==> src/rtl/nn_pkg.sv <==
// Shared constants and types for the NN sequencing blocks.
// Library-wide sizing and the sample sequencer state encoding.
package nn_pkg;

   localparam int MAX_NEURONS           = 8;
   localparam int DATA_W                = 16;
   localparam int LEARNING_RATE_DIVIDER = 4;

   typedef enum logic [2:0] {
      S_IDLE     = 3'd0,
      S_LOAD_IN  = 3'd1,
      S_LOAD_TGT = 3'd2,
      S_KICK     = 3'd3,
      S_WAIT     = 3'd4,
      S_NEXT     = 3'd5,
      S_ABORT    = 3'd6
   } seq_state_t;

endpackage

==> src/rtl/nn_watchdog.sv <==
// Saturating cycle counter with clear and enable.
// Pulses expire while enabled on the terminal count TIMEOUT_CYCLES-1.
module nn_watchdog #(
   parameter int TIMEOUT_CYCLES = 4096
) (
   input  logic CLK,
   input  logic RST_N,
   input  logic clr,
   input  logic en,
   output logic expire
);

   localparam int            CW   = (TIMEOUT_CYCLES > 1) ? $clog2(TIMEOUT_CYCLES) : 1;
   localparam logic [CW-1:0] LAST = CW'(TIMEOUT_CYCLES - 1);

   logic [CW-1:0] cnt;

   // Holds at LAST so a late cu_valid can never see a wrapped count.
   always_ff @(posedge CLK) begin
      if (!RST_N || clr) begin
         cnt <= '0;
      end else if (en && (cnt != LAST)) begin
         cnt <= cnt + CW'(1);
      end
   end

   assign expire = en && (cnt == LAST);

endmodule

==> src/rtl/nn_sample_sequencer.sv <==
// Training/inference scheduler in front of the layer control unit: loads each
// sample into the input/target buffers, kicks the CU and counts samples/epochs.
module nn_sample_sequencer #(
   parameter  int DATA_W         = nn_pkg::DATA_W,
   parameter  int MAX_NEURONS    = nn_pkg::MAX_NEURONS,
   parameter  int NUM_SAMPLES    = 16,
   parameter  int NUM_EPOCHS     = 100,
   parameter  int TIMEOUT_CYCLES = 4096,
   localparam int AW = $clog2(MAX_NEURONS),
   localparam int SW = (NUM_SAMPLES > 1) ? $clog2(NUM_SAMPLES) : 1,
   localparam int EW = (NUM_EPOCHS > 1) ? $clog2(NUM_EPOCHS) : 1
) (
   input  logic               CLK,
   input  logic               RST_N,
   input  logic               start,
   input  logic               abort,
   input  logic               train_mode,
   input  logic               s_valid,
   output logic               s_ready,
   input  logic [DATA_W-1:0]  s_data,
   output logic               in_we,
   output logic [AW-1:0]      in_addr,
   output logic               tgt_we,
   output logic [AW-1:0]      tgt_addr,
   output logic [DATA_W-1:0]  buf_wdata,
   output logic               cu_done,
   output logic               cu_train,
   output logic               cu_rst,
   input  logic               cu_valid,
   output logic [SW-1:0]      sample_idx,
   output logic [EW-1:0]      epoch_idx,
   output logic               busy,
   output logic               finished,
   output logic               timeout_err,
   output nn_pkg::seq_state_t state_dbg
);

   localparam logic [AW-1:0] ELEM_LAST   = AW'(MAX_NEURONS - 1);
   localparam logic [SW-1:0] SAMPLE_LAST = SW'(NUM_SAMPLES - 1);
   localparam logic [EW-1:0] EPOCH_LAST  = EW'(NUM_EPOCHS - 1);

   nn_pkg::seq_state_t state, state_nxt;

   logic          train_q;
   logic [AW-1:0] elem_cnt;
   logic          elem_last, sample_last, epoch_last;
   logic          beat;
   logic          start_acc, next_adv, timeout_hit;
   logic          wd_clr, wd_en, wd_expire;

   assign elem_last   = (elem_cnt == ELEM_LAST);
   assign sample_last = (sample_idx == SAMPLE_LAST);
   assign epoch_last  = (epoch_idx == EPOCH_LAST);

   // Host stream: an element transfers on a rising edge where s_valid && s_ready.
   // s_ready depends only on state and abort, never on s_valid; the sender holds
   // s_data stable while s_valid is high and s_ready is low.
   assign beat = s_valid && s_ready;

   always_comb begin
      state_nxt   = state;
      s_ready     = 1'b0;
      in_we       = 1'b0;
      tgt_we      = 1'b0;
      finished    = 1'b0;
      wd_clr      = 1'b0;
      wd_en       = 1'b0;
      timeout_hit = 1'b0;
      next_adv    = 1'b0;
      start_acc   = 1'b0;
      if ((state != nn_pkg::S_IDLE) && abort) begin
         state_nxt = nn_pkg::S_ABORT;
      end else begin
         case (state)
            nn_pkg::S_IDLE: begin
               if (start) begin
                  start_acc = 1'b1;
                  state_nxt = nn_pkg::S_LOAD_IN;
               end
            end
            nn_pkg::S_LOAD_IN: begin
               s_ready = 1'b1;
               in_we   = s_valid;
               if (s_valid && elem_last) begin
                  state_nxt = train_q ? nn_pkg::S_LOAD_TGT : nn_pkg::S_KICK;
               end
            end
            nn_pkg::S_LOAD_TGT: begin
               s_ready = 1'b1;
               tgt_we  = s_valid;
               if (s_valid && elem_last) begin
                  state_nxt = nn_pkg::S_KICK;
               end
            end
            nn_pkg::S_KICK: begin
               wd_clr    = 1'b1;
               state_nxt = nn_pkg::S_WAIT;
            end
            nn_pkg::S_WAIT: begin
               wd_en = 1'b1;
               if (cu_valid) begin
                  state_nxt = nn_pkg::S_NEXT;
               end else if (wd_expire) begin
                  timeout_hit = 1'b1;
                  state_nxt   = nn_pkg::S_ABORT;
               end
            end
            nn_pkg::S_NEXT: begin
               next_adv = 1'b1;
               if (sample_last && (!train_q || epoch_last)) begin
                  finished  = 1'b1;
                  state_nxt = nn_pkg::S_IDLE;
               end else begin
                  state_nxt = nn_pkg::S_LOAD_IN;
               end
            end
            nn_pkg::S_ABORT: begin
               state_nxt = nn_pkg::S_IDLE;
            end
            default: begin
               state_nxt = nn_pkg::S_IDLE;
            end
         endcase
      end
   end

   always_ff @(posedge CLK) begin
      if (!RST_N) begin
         state       <= nn_pkg::S_IDLE;
         train_q     <= 1'b0;
         elem_cnt    <= '0;
         sample_idx  <= '0;
         epoch_idx   <= '0;
         timeout_err <= 1'b0;
         cu_rst      <= 1'b1;
      end else begin
         state  <= state_nxt;
         // Registered so the CU reset is a clean full-cycle pulse during ABORT.
         cu_rst <= (state_nxt == nn_pkg::S_ABORT);
         if (start_acc) begin
            train_q     <= train_mode;
            elem_cnt    <= '0;
            sample_idx  <= '0;
            epoch_idx   <= '0;
            timeout_err <= 1'b0;
         end
         if (beat) begin
            elem_cnt <= elem_last ? '0 : elem_cnt + AW'(1);
         end
         if (timeout_hit) begin
            timeout_err <= 1'b1;
         end
         if (next_adv) begin
            if (sample_last) begin
               sample_idx <= '0;
               if (train_q && !epoch_last) begin
                  epoch_idx <= epoch_idx + EW'(1);
               end
            end else begin
               sample_idx <= sample_idx + SW'(1);
            end
         end
      end
   end

   nn_watchdog #(
      .TIMEOUT_CYCLES (TIMEOUT_CYCLES)
   ) u_watchdog (
      .CLK    (CLK),
      .RST_N  (RST_N),
      .clr    (wd_clr),
      .en     (wd_en),
      .expire (wd_expire)
   );

   assign in_addr   = elem_cnt;
   assign tgt_addr  = elem_cnt;
   assign buf_wdata = s_data;
   assign busy      = (state != nn_pkg::S_IDLE);
   // Low only in KICK; high everywhere else parks the CU in INIT.
   assign cu_done   = (state != nn_pkg::S_KICK);
   assign cu_train  = busy && train_q;
   assign state_dbg = state;

endmodule
==> config.mk <==
export PLATFORM = sky130hd
export DESIGN_NAME = nn_sample_sequencer
export DESIGN_NICKNAME = d
export VERILOG_FILES = /design/src/rtl/nn_pkg.sv /design/src/rtl/nn_watchdog.sv /design/src/rtl/nn_sample_sequencer.sv
export SDC_FILE = /design/constraint.sdc
export NUM_CORES = 1
export LEC_CHECK = 0
export BUFFER_PORTS_ARGS = -buffer_cell sky130_fd_sc_hd__buf_4
export CORE_ASPECT_RATIO = 1.25
export CORE_MARGIN = 8
export CORE_UTILIZATION = 55
export CTS_BUF_LIST = sky130_fd_sc_hd__clkbuf_8
export DETAILED_ROUTE_END_ITERATION = 12
export GPL_TIMING_DRIVEN = 0
export PLACE_DENSITY = 0.88
export SLEW_MARGIN = 5
export SYNTH_ARGS = -nofsm -noshare
export SYNTH_HDL_FRONTEND = slang
export SYNTH_SLANG_ARGS = --single-unit
==> constraint.sdc <==
create_clock -name CLK -period 4.3 [get_ports CLK]
set_clock_uncertainty 0.1 [all_clocks]
set_input_delay 0.215 -clock CLK [delete_from_list [all_inputs] [get_ports CLK]]
set_output_delay 0.215 -clock CLK [all_outputs]
set_load 0.01 [all_outputs]
Yosys cells after proc, flatten, opt, wreduce, memory -nomap -nowiden
Index checks and enable logic that the tools add are counted.
- $add $sub $neg: 4
- eq/ne operators: 12
- muxes and demuxes: 43
- reductions and logical operators: 19
- operators with widths (cell ; number):
    7-bit 2-to-1 mux ; 4
    3-bit 2-to-1 mux ; 9
    1-bit 2-to-1 mux ; 26
    3-bit one-hot mux with 6 select lines ; 1
    12-bit by 1-bit adder with 12-bit output, second input constant ; 1
    12-bit == test, second input constant ; 1
    3-bit == test, second input constant ; 4
    4-bit 2-to-1 mux ; 3
    12-bit inequality test, second input constant ; 1
    1-bit logical AND ; 8
    7-bit by 1-bit adder with 7-bit output, second input constant ; 1
    7-bit == test, second input constant ; 1
    3-bit by 2-bit == test with 1-bit output, second input constant ; 2
    2-bit nonzero test ; 3
    4-bit by 1-bit adder with 4-bit output, second input constant ; 1
    4-bit == test, second input constant ; 1
    3-bit by 1-bit adder with 3-bit output, second input constant ; 1
    3-bit by 1-bit == test with 1-bit output, second input constant ; 1
    1-bit logical NOT ; 3
    3-bit logical NOT ; 1
    3-bit by 2-bit inequality test with 1-bit output, second input constant ; 1
    3-bit nonzero test ; 1
    1-bit logical OR ; 2
    2-bit OR reduction ; 1
- register bits: 32
- output and inout bits: 45
- word-level logic and storage cells: 86

Logic depth before layout (Yosys ltp)
Gate-level depths: netlist (run 1).
- depth after elaboration: 9
- mapped depth: 6
- mapped depth without buffers: 6

Modules after synthesis
Synthesis (run 1) repeated with hierarchy kept, for this count alone.
- cell total of the unflattened synthesis: 233
- area, all modules: 1928.1 um^2
- modules (own cells, without submodules) (module ; instances ; cells each ; area an instance (um^2)):
    nn_sample_sequencer ; 1 ; 161 ; 1300.0
    nn_watchdog ; 1 ; 72 ; 628.1

Least setup slack after synthesis (run 1)
OpenSTA, ideal clock, no wires.
- kind: reg2reg
- from: register state[1], in the netlist state_dbg[1]
- to: register state[1], in the netlist state_dbg[1]
- setup time: 0.072 ns
- arrival time: 1.684 ns
- data required time: 4.128 ns
- path slack: 2.444 ns
- cell stages (with the launch flop): 6
- cell sequence: dfxtp_1 > buf_2 > nor4b_2 > nand4_1 > or4_1 > a21oi_1
- cells in the longest elaborated chain, start to end: 8
- elaborated cells on any way between the ends: 18
- RTL lines (what ; RTL line ; text):
    from (decl) ; nn_sample_sequencer.sv:42 ; nn_pkg::seq_state_t state, state_nxt;
    from (signal assigned) ; nn_sample_sequencer.sv:129 ; state <= nn_pkg::S_IDLE;
    from (signal assigned) ; nn_sample_sequencer.sv:137 ; state <= state_nxt;
    3-bit == test / 3-bit nonzero test (equally long branches) ; nn_sample_sequencer.sv:74, nn_sample_sequencer.sv:71 ;
    1-bit 2-to-1 mux / 1-bit logical AND (equally long branches) ; nn_sample_sequencer.sv:74, nn_sample_sequencer.sv:71 ;
    1-bit 2-to-1 mux ; nn_sample_sequencer.sv:71 ; if ((state != nn_pkg::S_IDLE) && abort) begin
    1-bit logical AND ; nn_watchdog.sv:27 ; assign expire = en && (cnt == LAST);
    3-bit 2-to-1 mux ; nn_sample_sequencer.sv:103 ; end else if (wd_expire) begin
    3-bit 2-to-1 mux ; nn_sample_sequencer.sv:101 ; if (cu_valid) begin
    3-bit one-hot mux with 6 select lines ; nn_sample_sequencer.sv:74 ; case (state)
    3-bit 2-to-1 mux (*) ; nn_sample_sequencer.sv:71 ;
Every way passes the cells marked *; elsewhere a longest branch is shown, timed or not.
A chain may end at the register's enable or synchronous reset.

Worst setup path in the final report (run 1)
- from: register epoch_idx[0]
- to: register epoch_idx[1]
- cells in the longest elaborated chain, start to end: 6
- elaborated cells on any way between the ends: 7
- RTL lines (what ; RTL line ; text):
    from (decl) ; nn_sample_sequencer.sv:31 ; output logic [EW-1:0] epoch_idx,
    from (signal assigned) ; nn_sample_sequencer.sv:157 ; epoch_idx <= epoch_idx + EW'(1);
    parallel branches: the longest is 3 deep, another holds 7-bit by 1-bit adder with 7-bit output ; n/a ;
    7-bit 2-to-1 mux (*) ; nn_sample_sequencer.sv:156 ; if (train_q && !epoch_last) begin
    7-bit 2-to-1 mux (*) ; nn_sample_sequencer.sv:154 ; if (sample_last) begin
    7-bit 2-to-1 mux (*) ; nn_sample_sequencer.sv:153 ; if (next_adv) begin
Every way passes the cells marked *.

==> impl_metrics.csv, run 1 <==
group,metric,value,unit
yosys,post_synth_instance_area,0.00185,mm^2
timing,finalSetupViolCount,0,
power_and_ir_drop,power.static_leakage,0.957,nW
timing,timing.final.crit_share,50.7,%
floorplan,floorplan.rows,23,
min_path,hp-class,"primary input to flop",
routing,drt_wl_total,4820,um
routing,drt-pass1-iter-count,4,
floorplan,top_level_ports,68,
placed_design,numPlacedInstances,314,
yosys,syn_area_per_cell,8.17,um^2
floorplan,initial_utilization,57.3,%
setup_path,worst-endpoint-required,4410,ps
clock_network,clk_pin_slew_worst_paths,60,ps
timing,setup_ws_final,2120,ps
clock_network,post-cts-setup-buffers,0,
timing,min_period,2180,ps
grt,grt_pass1_wl,7770,um
clock_network,clock_latency,280,ps
yosys,synth_xor_area_share,0.949,%
power_and_ir_drop,peak_vdd_ir,0.000264,V
grt,number_of_global_route_vias_before_repair,1805,
yosys,synth_fp_nets,254,
yosys,synthFlopType,"sky130_fd_sc_hd__dfxtp_1",
timing,final_number_of_hold_violating_endpoints,0,
cells_and_area,flow.area_growth_from_synthesis,27.0,%
clock_network,cts_hold_buf,0,
grt,pin_count_of_the_biggest_net_entering_global_routing,11,
clock_network,tritoncts_num_sinks,32,
grt,grt_usage,17.7,%
yosys,post-synth-top-area-cell,"sky130_fd_sc_hd__dfxtp_1",
cells_and_area,antenna_cells_inserted,0,
placed_design,post-place-ws,2180,ps
yosys,netlist-cell-type-count,49,
setup_path,worst_setup_path_end_kind,"flop",
routing,via_per_inst,6.03,
routing,routedWlPerCell,15.1,um
setup_path,critical_path_arrival,2280,ps
timing,fin_hold_ws,60.7,ps
cells_and_area,layout.cells.most_common_list,"sky130_fd_sc_hd__buf_4, sky130_fd_sc_hd__dfxtp_1, sky130_fd_sc_hd__a21oi_1",
yosys,largest_family_of_logic_cells_by_synthesized_area,"simple AND/OR/NAND/NOR gates",
timing,max-slew-margin-rel,39.0,%
floorplan,chipHeight,80.8,um
cells_and_area,stdcell_count,319,
timing,totalNegativeSetupSlack,0,ps
clock_network,cts_buffer_depth,2,
timing,fmax,0.459,GHz
clock_network,cts_resized,0,
timing,worstMarginPinSlew,902,ps
flow_run,drv.max_cap_violation_count,0,
placed_design,placedInstanceArea,0.00228,mm^2
outcome,run_status,"finished, final reports clean",
yosys,synth-compound-area-share,20.3,%
routing,num_vias,1924,
yosys,asyncSetResetFlopFracSynth,0,%
cells_and_area,finalInstanceArea,0.00234,mm^2
cells_and_area,nets,312,
yosys,synthAdderAreaFrac,3.39,%
yosys,synth.yosys.warnings,0,
setup_path,critical_path.max_fanout,8,
yosys,number_of_register_bits_inferred_by_synthesis,32,
floorplan,die_w,67.8,um
placed_design,hpwlAfterDp,3650,um
routing,detailedRoute.firstIterationViolations,124,
clock_network,numCtsBuffers,5,
timing,report.final.slew_viol_count,0,
yosys,synth_top_area_share,34.7,%
clock_network,cts-htree-levels,2,
yosys,synth.area.mux_share,1.08,%
placed_design,globalplace.congestion,0.890,
yosys,synth_seq_area_share,34.7,%
grt,globalRouteOverflowTotal,0,
power_and_ir_drop,powerDensity,389,mW/mm^2
routing,drc,0,
setup_path,crit_path_kind,"flop to flop",
yosys,synth-simple-area-share,28.9,%
clock_network,tritoncts_clock_tree,"yes",
clock_network,clk_root_buffer_cell,"sky130_fd_sc_hd__clkbuf_8",
placed_design,numPortBuffers,51,
timing,grt_setup_unrepaired,"false",
yosys,syn_inst,226,
cells_and_area,most_common_cell_after_layout_fill_and_taps_aside,"sky130_fd_sc_hd__buf_4",
cells_and_area,proportion_of_layout_cells_with_a_drive_suffix_above_1,28.0,%
routing,antenna_violating_nets_post_route,0,
yosys,synth-edff-count,0,
floorplan,core,0.00322,mm^2
setup_path,start_kind,"flop",
yosys,synth.area.top_cells,"sky130_fd_sc_hd__dfxtp_1, sky130_fd_sc_hd__buf_4, sky130_fd_sc_hd__a21oi_1",
grt,grt_antenna_before_repair,0,
floorplan,die_area,0.00548,mm^2
-- power by group --
group          total (mW)  switching (mW)  internal [mW]  leakage, nW
Sequential          0.343          0.0240          0.319        0.259
Clock               0.205           0.101          0.104       0.0359
Combinational       0.364           0.208          0.156        0.662
-- worst max-delay path: stages, from the launching register on --
cell,delay (ps)
sky130_fd_sc_hd__dfxtp_1,410
sky130_fd_sc_hd__ha_1,270
sky130_fd_sc_hd__nand4b_1,140
sky130_fd_sc_hd__o31ai_1,740
sky130_fd_sc_hd__o211ai_1,230
sky130_fd_sc_hd__a21oi_1,200
-- kinds of logic after synthesis --
family	after synthesis
buffers and inverters	33
adder cells (fa/ha/maj)	5
XOR/XNOR	2
multiplexers	2
flip-flops	32
AND/OR/NAND/NOR	94
AO/OA/AOI/OAI	58
-- metal layers --
| layer | global-route usage, % | vias to the layer above | share of wire [%] |
|---|---|---|---|
| met1 | 18.8 | 879 | 39 |
| met5 | 0 | - | 0 |
| met4 | 5.95 | 0 | 0.35 |
| met3 | 5.64 | 4 | 8.4 |
| met2 | 31.8 | 87 | 53 |
| li1 | - | 954 | - |
-- flip-flops by register name, indices dropped and copies added, names as in the netlist --
name / count
state_dbg: 3
in_addr: 3
epoch_idx: 7
train_q: 1
u_watchdog.cnt: 12
cu_rst: 1
timeout_err: 1
sample_idx: 4
-- final cells by class --
| type | instances | area, um^2 |
|---|---|---|
| plain buffers | 29 | 183 |
| clock buffers | 5 | 68.8 |
| fillers | 274 | 878 |
| inverters | 4 | 15.0 |
| multi-input cells | 161 | 1010 |
| flip-flops and latches | 32 | 641 |
| well taps | 37 | 46.3 |
| repair buffers | 51 | 383 |
-- Yosys cell counts (all sizes together) (3+ instances only) --
master	number
nand2	15
buf	21
nand3	18
a31oi	3
o41ai	4
dfxtp	32
clkbuf	8
nand4	6
inv	3
nor3	6
or4	4
o21ai	13
ha	5
and3	3
o311ai	4
and2	3
a21oi	19
or3	9
nor2	14
o31ai	3
-- stage by stage --
stage / util, % / power [mW]
final: 72.7 / 0.912
after CTS: 72.7 / 0.915
after floorplan: - / 0.576
after detailed placement: 70.6 / 0.712
after global placement: 70.6 / 0.703
after global routing: 72.7 / 0.966
-- final timing paths --
check / cells after the start / end / slack [ps] / start
setup / recovery: 5 / epoch_idx[1]$_SDFF_PN0_ / 2120 / epoch_idx[0]$_SDFF_PN0_
hold / removal: 2 / cu_rst$_SDFF_PN1_ / 60 / RST_N
setup reg to reg: 5 / epoch_idx[1]$_SDFF_PN0_ / 2120 / epoch_idx[0]$_SDFF_PN0_
hold reg to reg: 2 / timeout_err$_SDFFE_PN0P_ / 370 / timeout_err$_SDFFE_PN0P_
Note: power is estimated with default switching activity, not from simulation.
==> run 2, diff against run 1 <==
- CORE_UTILIZATION: 55 -> 46
- PLACE_DENSITY: 0.88 -> 0.78
- clock period: 4.3 -> 2 ns (I/O delays scaled with it)
==> run 2 against run 1 <==
Net effect: highest routed layer unchanged; register-to-register slack got worse by 2100 ps; critical path depth stayed put; maximum frequency is 10% higher; largest cell class unchanged; largest power group unchanged.
==> impl_metrics.csv, run 2 (synthesized netlist as in run 1, its figures left out) <==
group,metric,value,unit
outcome,run_status,"finished, final reports clean",
cells_and_area,layout.cells.most_common_list,"sky130_fd_sc_hd__buf_4, sky130_fd_sc_hd__dfxtp_1, sky130_fd_sc_hd__a21oi_1",
timing,finalSetupViolCount,0,
routing,top_layer_used,"met4",
grt,globalRouteOverflowTotal,0,
floorplan,top_level_ports,68,
timing,grt_setup_unrepaired,"true",
clock_network,clk_pin_slew_worst_paths,70,ps
grt,grt_pass1_wl,8400,um
setup_path,timing.critical_path.depth,5,
grt,pin_count_of_the_biggest_net_entering_global_routing,11,
power_and_ir_drop,peak_vdd_ir,0.000474,V
cells_and_area,finalInstanceArea,0.00253,mm^2
floorplan,die_area,0.00631,mm^2
placed_design,placedInstanceArea,0.00230,mm^2
routing,drt_wl_total,5100,um
clock_network,cts_buffer_depth,2,
setup_path,setup.reg_to_reg.worst_slack,30,ps
timing,fmax,0.507,GHz
clock_network,cts-htree-levels,2,
clock_network,tritoncts_clock_tree,"yes",
routing,via_per_inst,5.67,
cells_and_area,antenna_cells_inserted,0,
setup_path,timing.critical_path.cells,"buf_2 > nor4b_4 > nand4_1 > or4_4 > a21oi_1",
flow_run,drv.max_cap_violation_count,0,
grt,grt_antenna_before_repair,0,
cells_and_area,largest_reg_flops,12,
clock_network,clock_latency,290,ps
routing,detailedRoute.firstIterationViolations,135,
setup_path,timing.rr.end,"state_dbg[1]$_SDFF_PN0_",
grt,number_of_global_route_vias_before_repair,1878,
routing,antenna_violating_nets_post_route,0,
clock_network,clk_root_buffer_cell,"sky130_fd_sc_hd__clkbuf_8",
clock_network,numCtsBuffers,5,
floorplan,core,0.00382,mm^2
setup_path,worst_setup_path_end_kind,"flop",
setup_path,crit_end,"state_dbg[1]$_SDFF_PN0_",
routing,drc,0,
setup_path,cp-startpoint,"state_dbg[1]$_SDFF_PN0_",
grt,grt_usage,16.4,%
routing,wl_met1,2160,um
routing,wl_met3,346,um
setup_path,crit_path_kind,"flop to flop",
floorplan,initial_utilization,48.4,%
setup_path,cp_num_buf_inv,1,
setup_path,critical_path_arrival,2090,ps
timing,report.final.slew_viol_count,0,
timing,min_period,1970,ps
setup_path,worst-endpoint-required,2120,ps
setup_path,critical-path-top-delay-family,"simple AND/OR/NAND/NOR gates",
min_path,hp-class,"primary input to flop",
routing,routedWlPerCell,14.9,um
floorplan,die_w,72.7,um
cells_and_area,flow.area_growth_from_synthesis,37.1,%
timing,final_number_of_hold_violating_endpoints,0,
floorplan,floorplan.rows,25,
cells_and_area,nets,316,
timing,worstMarginPinSlew,545,ps
setup_path,timing.rr.start,"state_dbg[1]$_SDFF_PN0_",
setup_path,critical_path.max_fanout,10,
cells_and_area,largestRegisters,"u_watchdog.cnt (12), epoch_idx (7), sample_idx (4)",
placed_design,numPortBuffers,51,
clock_network,tritoncts_num_sinks,32,
setup_path,worst-r2r-cell-count,5,
routing,detailroute.wirelength.met2,2490,um
timing,totalNegativeSetupSlack,0,ps
routing,drt-pass1-iter-count,4,
setup_path,start_kind,"flop",
placed_design,hpwlAfterDp,3710,um
cells_and_area,most_common_cell_after_layout_fill_and_taps_aside,"sky130_fd_sc_hd__buf_4",
power_and_ir_drop,power.static_leakage,1.04,nW
setup_path,cpPeakStageDelay,560,ps
routing,num_vias,1946,
timing,max-slew-margin-rel,63.6,%
timing,timing.final.crit_share,98.6,%
placed_design,globalplace.congestion,0.821,
setup_path,worst_path_max_delay_cell,"sky130_fd_sc_hd__or4_4",
floorplan,chipHeight,86.8,um
power_and_ir_drop,powerDensity,891,mW/mm^2
cells_and_area,regMostFlops,"u_watchdog.cnt",
cells_and_area,proportion_of_layout_cells_with_a_drive_suffix_above_1,34.6,%
==> run 2: how the worst min path moves through the flow <==
stage / from / end / slack [ps] / cells after the start
CTS: cu_valid / timeout_err$_SDFFE_PN0P_ / 70 / 3
global placement: RST_N / cu_rst$_SDFF_PN1_ / 240 / 2
floorplan: RST_N / cu_rst$_SDFF_PN1_ / 70 / 1
global route: cu_valid / state_dbg[1]$_SDFF_PN0_ / 30 / 3
detailed placement: RST_N / cu_rst$_SDFF_PN1_ / 240 / 2
finish: cu_valid / timeout_err$_SDFFE_PN0P_ / 30 / 3
==> run 2: stage by stage <==
stage	std cells	setup slack (ps)	total power, mW	utilization, %	hold slack (ps)
finish	343	27.4	2.25	66.3	31.9
global route	343	-47.1	2.39	66.3	33.9
CTS	341	-63.1	2.22	64.3	73.2
detailed placement	331	-209	1.52	60.2	238
global placement	331	-132	1.51	60.2	238
floorplan	226	144	1.24	-	71.8
==> run 2: layout make-up <==
| type | count | area, um^2 |
|---|---|---|
| repair buffers | 55 | 418 |
| clock inverters | 1 | 30.0 |
| multi-input cells | 161 | 1070 |
| well taps | 54 | 67.6 |
| clock buffers | 7 | 96.3 |
| flip-flops and latches | 32 | 643 |
| inverters | 4 | 15.0 |
| fillers | 355 | 1280 |
| plain buffers | 29 | 191 |
==> run 2: power by group <==
group          switching [mW]  leakage (nW)  internal [mW]  total, mW
Sequential             0.0587         0.260          0.685      0.744
Combinational           0.458         0.716          0.373      0.831
Clock                   0.240        0.0645          0.439      0.680
==> run 2: repair_timing <==
action / in CTS / in global routing
hold buffers: 2 / 0
cloned: 0 / 0
setup endpoints to repair: 14 / 27
buffers inserted: 0 / 2
hold endpoints to repair: 4 / 0
pin swaps: 0 / 2
gates resized for setup: 4 / 21
==> run 2: tightest hold or removal path, cell delays in order <==
cell and delay, ps:
sky130_fd_sc_hd__buf_4 90, sky130_fd_sc_hd__or4_4 130, sky130_fd_sc_hd__a21oi_1 50
==> run 2: metal layers <==
layer | GRT usage [%] | up-vias
met5 | 0 | -
met4 | 6.75 | 0
met3 | 5.66 | 10
met2 | 28.6 | 62
met1 | 17.4 | 911
li1 | - | 963
